## config.mk

```make
export PLATFORM = sky130hd
export DESIGN_NAME = gpio_bus_arbiter
export DESIGN_NICKNAME = d
export VERILOG_FILES = /design/src/rtl/soc_bus_pkg.sv /design/src/rtl/gpio_bus_arbiter_rr_pick2.sv /design/src/rtl/gpio_bus_arbiter.sv
export SDC_FILE = /design/constraint.sdc
export NUM_CORES = 1
export LEC_CHECK = 0
export ABC_AREA = 1
export CORE_AREA = 2 2 120 122
export DETAILED_ROUTE_END_ITERATION = 12
export DIE_AREA = 0 0 122 124
export GPL_TIMING_DRIVEN = 0
export PLACE_DENSITY = 0.61
export SLEW_MARGIN = 20
export SYNTH_ARGS = -nofsm -noshare
export SYNTH_HDL_FRONTEND = slang
export SYNTH_SLANG_ARGS = --single-unit
export TNS_END_PERCENT = 50
```

## constraint.sdc

```tcl
create_clock -name clk -period 1.48 [get_ports clk]
set_input_delay 0.444 -clock clk [delete_from_list [all_inputs] [get_ports clk]]
set_output_delay 0.444 -clock clk [all_outputs]
set_load 0.01 [all_outputs]
```

## src/rtl/soc_bus_pkg.sv

```systemverilog
// Shared definitions for the SoC valid/ready register bus.
// Contents:
//   state_t  - arbiter transaction state (IDLE, BUSY, DONE)
//   MST_CPU  - master ID of the CPU data port (master 0)
//   MST_DBG  - master ID of the debug/DMA port (master 1)
package soc_bus_pkg;

  typedef enum logic [1:0] {
    ST_IDLE = 2'd0,
    ST_BUSY = 2'd1,
    ST_DONE = 2'd2
  } state_t;

  localparam logic MST_CPU = 1'b0;
  localparam logic MST_DBG = 1'b1;

endpackage

```

## src/rtl/gpio_bus_arbiter_rr_pick2.sv

```systemverilog
// Two-way round-robin pick, purely combinational.
// Ports:
//   req0, req1 - request lines of master 0 / master 1
//   last       - master that owned the previous transaction
//   gnt        - any request present
//   owner      - selected master; on a tie the one that did not go last
module rr_pick2
  import soc_bus_pkg::*;
(
  input  logic req0,
  input  logic req1,
  input  logic last,
  output logic gnt,
  output logic owner
);

  always_comb begin
    gnt = req0 | req1;
    if (req0 && req1) begin
      owner = ~last;
    end else if (req1) begin
      owner = MST_DBG;
    end else begin
      owner = MST_CPU;
    end
  end

endmodule

```

## src/rtl/gpio_bus_arbiter.sv

```systemverilog
// Two-master, one-slave arbiter for the valid/ready register bus in front of
// the GPIO peripheral. Round-robin grant, one transaction in flight, a DONE
// cycle that swallows the slave's stale ready, and a timeout that completes
// transactions the slave never acknowledges.
// Ports:
//   clk, resetn                      - clock, async active-low reset
//   mN_valid/addr/wdata/wstrb        - master N request (wstrb 0 = read)
//   mN_ready/rdata                   - master N completion pulse and read data
//   s_valid/addr/wdata/wstrb         - request forwarded to the slave
//   s_ready/rdata                    - slave completion and read data
//   timeout_err                      - one-cycle pulse after a forced completion
module gpio_bus_arbiter
  import soc_bus_pkg::*;
#(
  parameter int unsigned ADDR_W         = 32,
  parameter int unsigned DATA_W         = 32,
  parameter int unsigned TIMEOUT_CYCLES = 15
) (
  input  logic                clk,
  input  logic                resetn,
  input  logic                m0_valid,
  input  logic [ADDR_W-1:0]   m0_addr,
  input  logic [DATA_W-1:0]   m0_wdata,
  input  logic [DATA_W/8-1:0] m0_wstrb,
  output logic                m0_ready,
  output logic [DATA_W-1:0]   m0_rdata,
  input  logic                m1_valid,
  input  logic [ADDR_W-1:0]   m1_addr,
  input  logic [DATA_W-1:0]   m1_wdata,
  input  logic [DATA_W/8-1:0] m1_wstrb,
  output logic                m1_ready,
  output logic [DATA_W-1:0]   m1_rdata,
  output logic                s_valid,
  output logic [ADDR_W-1:0]   s_addr,
  output logic [DATA_W-1:0]   s_wdata,
  output logic [DATA_W/8-1:0] s_wstrb,
  input  logic                s_ready,
  input  logic [DATA_W-1:0]   s_rdata,
  output logic                timeout_err
);

  localparam int unsigned    TW    = $clog2(TIMEOUT_CYCLES + 1);
  localparam logic [TW-1:0]  TLAST = TW'(TIMEOUT_CYCLES - 1);

  state_t        state, state_nx;
  logic          owner, owner_nx;
  logic          last, last_nx;
  logic [TW-1:0] tcnt, tcnt_nx;
  logic          terr_nx;
  logic          gnt, pick;
  logic          timeout_hit;
  logic          done;

  rr_pick2 u_pick (
    .req0  (m0_valid),
    .req1  (m1_valid),
    .last  (last),
    .gnt   (gnt),
    .owner (pick)
  );

  always_ff @(posedge clk or negedge resetn) begin
    if (!resetn) begin
      state       <= ST_IDLE;
      owner       <= MST_CPU;
      last        <= MST_DBG;
      tcnt        <= '0;
      timeout_err <= 1'b0;
    end else begin
      state       <= state_nx;
      owner       <= owner_nx;
      last        <= last_nx;
      tcnt        <= tcnt_nx;
      timeout_err <= terr_nx;
    end
  end

  always_comb begin
    state_nx    = state;
    owner_nx    = owner;
    last_nx     = last;
    tcnt_nx     = tcnt;
    terr_nx     = 1'b0;
    timeout_hit = 1'b0;
    done        = 1'b0;
    s_valid     = 1'b0;
    s_addr      = '0;
    s_wdata     = '0;
    s_wstrb     = '0;
    m0_ready    = 1'b0;
    m1_ready    = 1'b0;
    m0_rdata    = '0;
    m1_rdata    = '0;

    case (state)
      ST_IDLE: begin
        if (gnt) begin
          owner_nx = pick;
          tcnt_nx  = '0;
          state_nx = ST_BUSY;
        end
      end

      ST_BUSY: begin
        timeout_hit = (tcnt == TLAST);
        done        = s_ready | timeout_hit;
        // Valid drops in the completion cycle so the slave never sees a
        // second request while its ready is still asserted.
        s_valid     = ~done;
        tcnt_nx     = tcnt + TW'(1);
        if (owner == MST_CPU) begin
          s_addr   = m0_addr;
          s_wdata  = m0_wdata;
          s_wstrb  = m0_wstrb;
          m0_ready = done;
          m0_rdata = s_ready ? s_rdata : '0;
        end else begin
          s_addr   = m1_addr;
          s_wdata  = m1_wdata;
          s_wstrb  = m1_wstrb;
          m1_ready = done;
          m1_rdata = s_ready ? s_rdata : '0;
        end
        if (done) begin
          state_nx = ST_DONE;
          last_nx  = owner;
          // A real ready in the timeout cycle counts as a normal completion.
          terr_nx  = ~s_ready & timeout_hit;
        end
      end

      ST_DONE: begin
        state_nx = ST_IDLE;
      end

      default: begin
        state_nx = ST_IDLE;
      end
    endcase
  end

endmodule

```

==> impl_metrics.tcl <==
set metrics [dict create \
    status "finished, violations left" \
    violations "setup timing" \
    fmax_ghz 0.498 \
    criticalPathCategory "reg -> out" \
    synth_top_area_share_pct 54.8 \
    tightest_slew_ns 0.506 \
    htreeDepth 1 \
    core-area_sq_um 13700 \
    min_period_ns 2.01 \
    dp.final_hpwl_um 10000 \
    syn_inst 385 \
    numCtsBuffers 3 \
    routedWlPerCell_um 14.1 \
    vias 3622 \
    insertion_delay_ns 0.23 \
    drv_slew 0 \
    dpl.cell_count 872 \
    clockBufferDepth 2 \
    synth_area_sq_um 1720 \
    drc 0 \
    fp-row-count 43 \
    grt_first_pass_wirelength_um 17400 \
    die_area_sq_um 15100 \
    synthMuxAreaShare_pct 0 \
    yosysSeqAreaShare_pct 13.2 \
    slew_headroom_pct 65.9 \
    start_util_pct 12.5 \
    finish.utilization_pct 45.8 \
    holdPathEnd "last" \
    synth-adder-area-share_pct 1.46 \
    yosysTopAreaCell "nand2_1" \
    crit_chain "inv_2 -> nand2_4 -> nor2_4 -> buf_12 -> buf_12 -> buf_8 -> buf_16 -> nand2_1 -> nand2_1 -> buf_2" \
    firstDrtPassIters 4 \
    layout-area-overhead-vs-synth_pct 265 \
    report.final.hold_viol_count 0 \
    r2r-end "last" \
    setup_violations 135 \
    skew_ns 0.00166 \
    synth_top_family_by_area "simple AND/OR/NAND/NOR gates" \
    worst-r2r-cell-count 8 \
    grt_overflow_total 0 \
    ant_nets 0 \
    fin_ws_ns -0.528 \
    globalRouteTotalUtil_pct 14.6 \
    fin_area_sq_um 6280 \
    r2r_setup_slack_ns 0.22 \
    num-fill-cells 1386 \
    leakagePower_nw 3.04 \
    cp_top_family "buffers and inverters" \
    intPower_mw 4.76 \
    whs_path_depth 2 \
    drt-total-wl_um 12800 \
    die_h_um 124 \
    cp_max_fo 5 \
    fin_crit_sh_pct 136 \
    placed_area_sq_um 5360 \
    fin_nets 901 \
    cts_tree "done" \
    rr_startpoint "state[1]" \
    yosys.area_share.simple_pct 74.6 \
    power_frac_clock_pct 5.4 \
    place_congestion 0.724 \
    peakVddDrop_mv 0.502 \
    maxCapViolCount 0 \
    syn_nets 560 \
    swShare_pct 44.7 \
    slowest_delay_ns 0.36 \
    ys_types 20 \
    start_kind "flip-flop" \
    synth_xor_xnor_area_share_pct 0 \
    grt_antenna_before_repair 0 \
    seqPwrFrac_pct 4.7 \
    grt_setup_unrepaired "yes" \
    port_buffers 307 \
    vias_per_cell 4.00 \
    io_pins 309 \
    layout-drive-gt1-share_pct 46.1 \
    die_x_um 122 \
    powerDensity_nw_per_um2 1370 \
    cts_root_buf "clkbuf_16" \
    path_clk_slew_ns 0.04 \
    path_buf_inv 6 \
    pwr-share-comb_pct 89.9 \
    syn_avg_cell_area_sq_um 4.47 \
    grt_pass1_vias 3384 \
    stdcell_count 905 \
    ctsHoldBuffers 0 \
    crit_path_end_kind "output port" \
    slowest_stage "dfrtp_1" \
    synth_area_leaders "nand2_1 55%, nor2_1 15%, dfrtp_1 12%" \
    grt_max_degree 11 \
    hp-start "last" \
    clock_sinks 9 \
    n_antenna_cell 0 \
    p_switching_mw 3.86 \
    required_ns 1.04 \
    startpoint "state[1]" \
    synth-compound-area-share_pct 1.67 \
    yosys_warnings 0 \
    drt_iter0_markers 60 \
    cp.arrival_ns 1.56 \
    synth-seq-cells 9 \
    hp-class "reg -> reg" \
]
[cell usage after synthesis, drive strengths merged]
| cell | count |
|---|---|
| nor3 | 1 |
| a21boi | 1 |
| a21oi | 1 |
| clkbuf | 16 |
| dfstp | 1 |
| o22ai | 1 |
| nand4 | 1 |
| ha | 2 |
| nand2 | 252 |
| buf | 9 |
| inv | 11 |
| o21ai | 2 |
| or2 | 1 |
| nor2 | 71 |
| nand3 | 7 |
| dfrtp | 8 |
[metal layers]
layer	wire length, um	vias up	GRT usage (%)
li1	-	1824	-
met1	4740	1597	15.7
met2	6830	195	29.3
met3	1130	6	3.62
met4	57	0	1.51
met5	0	-	0
[final cells by class]
cell class                 count  area (sq um)  area share (%)
tap                          180           225            3.59
sequential                     9           226            3.61
buffer                        24           434            6.91
timing repair buffer         337          3330            52.9
clock buffer                   4          78.8            1.25
multi-input combinational    340          1930            30.7
inverter                      11          61.3           0.976
[worst max path at each step]
| stage | to | slack [ns] | depth (start not counted) |
|---|---|---|---|
| floorplan | s_addr[0] | -0.07 | 6 |
| global placement | s_wdata[20] | -1.07 | 7 |
| detailed placement | s_wdata[20] | -1.04 | 7 |
| CTS | m1_rdata[1] | -0.54 | 8 |
| global route | s_addr[4] | -0.61 | 10 |
| finish | s_addr[9] | -0.53 | 10 |
[sequential cells by signal, summed over array words and instances (netlist names)]
signal and flops:
timeout_err 1, state 2, owner 1, last 1, tcnt 4
[worst reg2reg max path, delay by kind of cell (launching register included)]
family / cells / cell delay, ns
flip-flops: 1 / 0.36
buffers and inverters: 4 / 0.48
AND/OR/NAND/NOR: 4 / 0.35
[per-stage QoR]
step,worst slack [ns],power [mW],hold WS (ns),TNS [ns]
2_1_floorplan,-0.0712,3.12,0.148,-3.85
3_3_place_gp,-1.07,6.32,0.455,-107.02
3_5_place_dp,-1.04,6.32,0.479,-107.38
4_1_cts,-0.540,8.05,0.486,-62.19
5_1_grt,-0.610,9.23,0.500,-72.68
6_report,-0.528,8.62,0.474,-61.50
[placed cells by master (no fill, tap or decap), types with 2 or more instances in the layout]
cell type | netlist | layout
nand2_1 | 251 | 179
clkdlybuf4s50_1 | 0 | 171
buf_6 | 0 | 80
nand2_2 | 1 | 60
buf_2 | 5 | 60
nor2_4 | 2 | 41
nor2_2 | 0 | 22
clkbuf_16 | 0 | 17
nand2_4 | 0 | 13
buf_12 | 0 | 10
buf_8 | 0 | 9
buf_4 | 4 | 9
nor2_1 | 69 | 8
dfrtp_1 | 8 | 8
nand3_1 | 7 | 7
inv_1 | 9 | 6
inv_2 | 2 | 3
clkbuf_8 | 0 | 2
clkbuf_4 | 0 | 2
o21ai_0 | 2 | 2
ha_1 | 2 | 2
[power groups by stage]
stage | clock network, mW | registers [mW] | logic [mW]
6_report | 0.467 | 0.404 | 7.75
5_1_grt | 0.511 | 0.415 | 8.30
4_1_cts | 0.482 | 0.403 | 7.16
3_5_place_dp | 0 | 0.416 | 5.91
3_3_place_gp | 0 | 0.413 | 5.91
2_1_floorplan | 0 | 0.399 | 2.72
[cells by family (layout without fill, tap and decap cells)]
| group | Yosys count | after routing |
|---|---|---|
| DFF | 9 | 9 |
| adders and majority gates | 2 | 2 |
| and+or+nand+nor | 333 | 333 |
| buffers and inverters | 36 | 376 |
| AOI/OAI and AO/OA | 5 | 5 |
[what timing repair did]
| item | CTS | global route |
|---|---|---|
| setup buffers | 16 | 4 |
| cloned | 7 | 4 |
| endpoints found under the setup margin | 136 | 135 |
| resized for setup | 694 | 107 |
| pin swaps | 24 | 23 |
No activity file was read; power rests on OpenSTA's default activity.
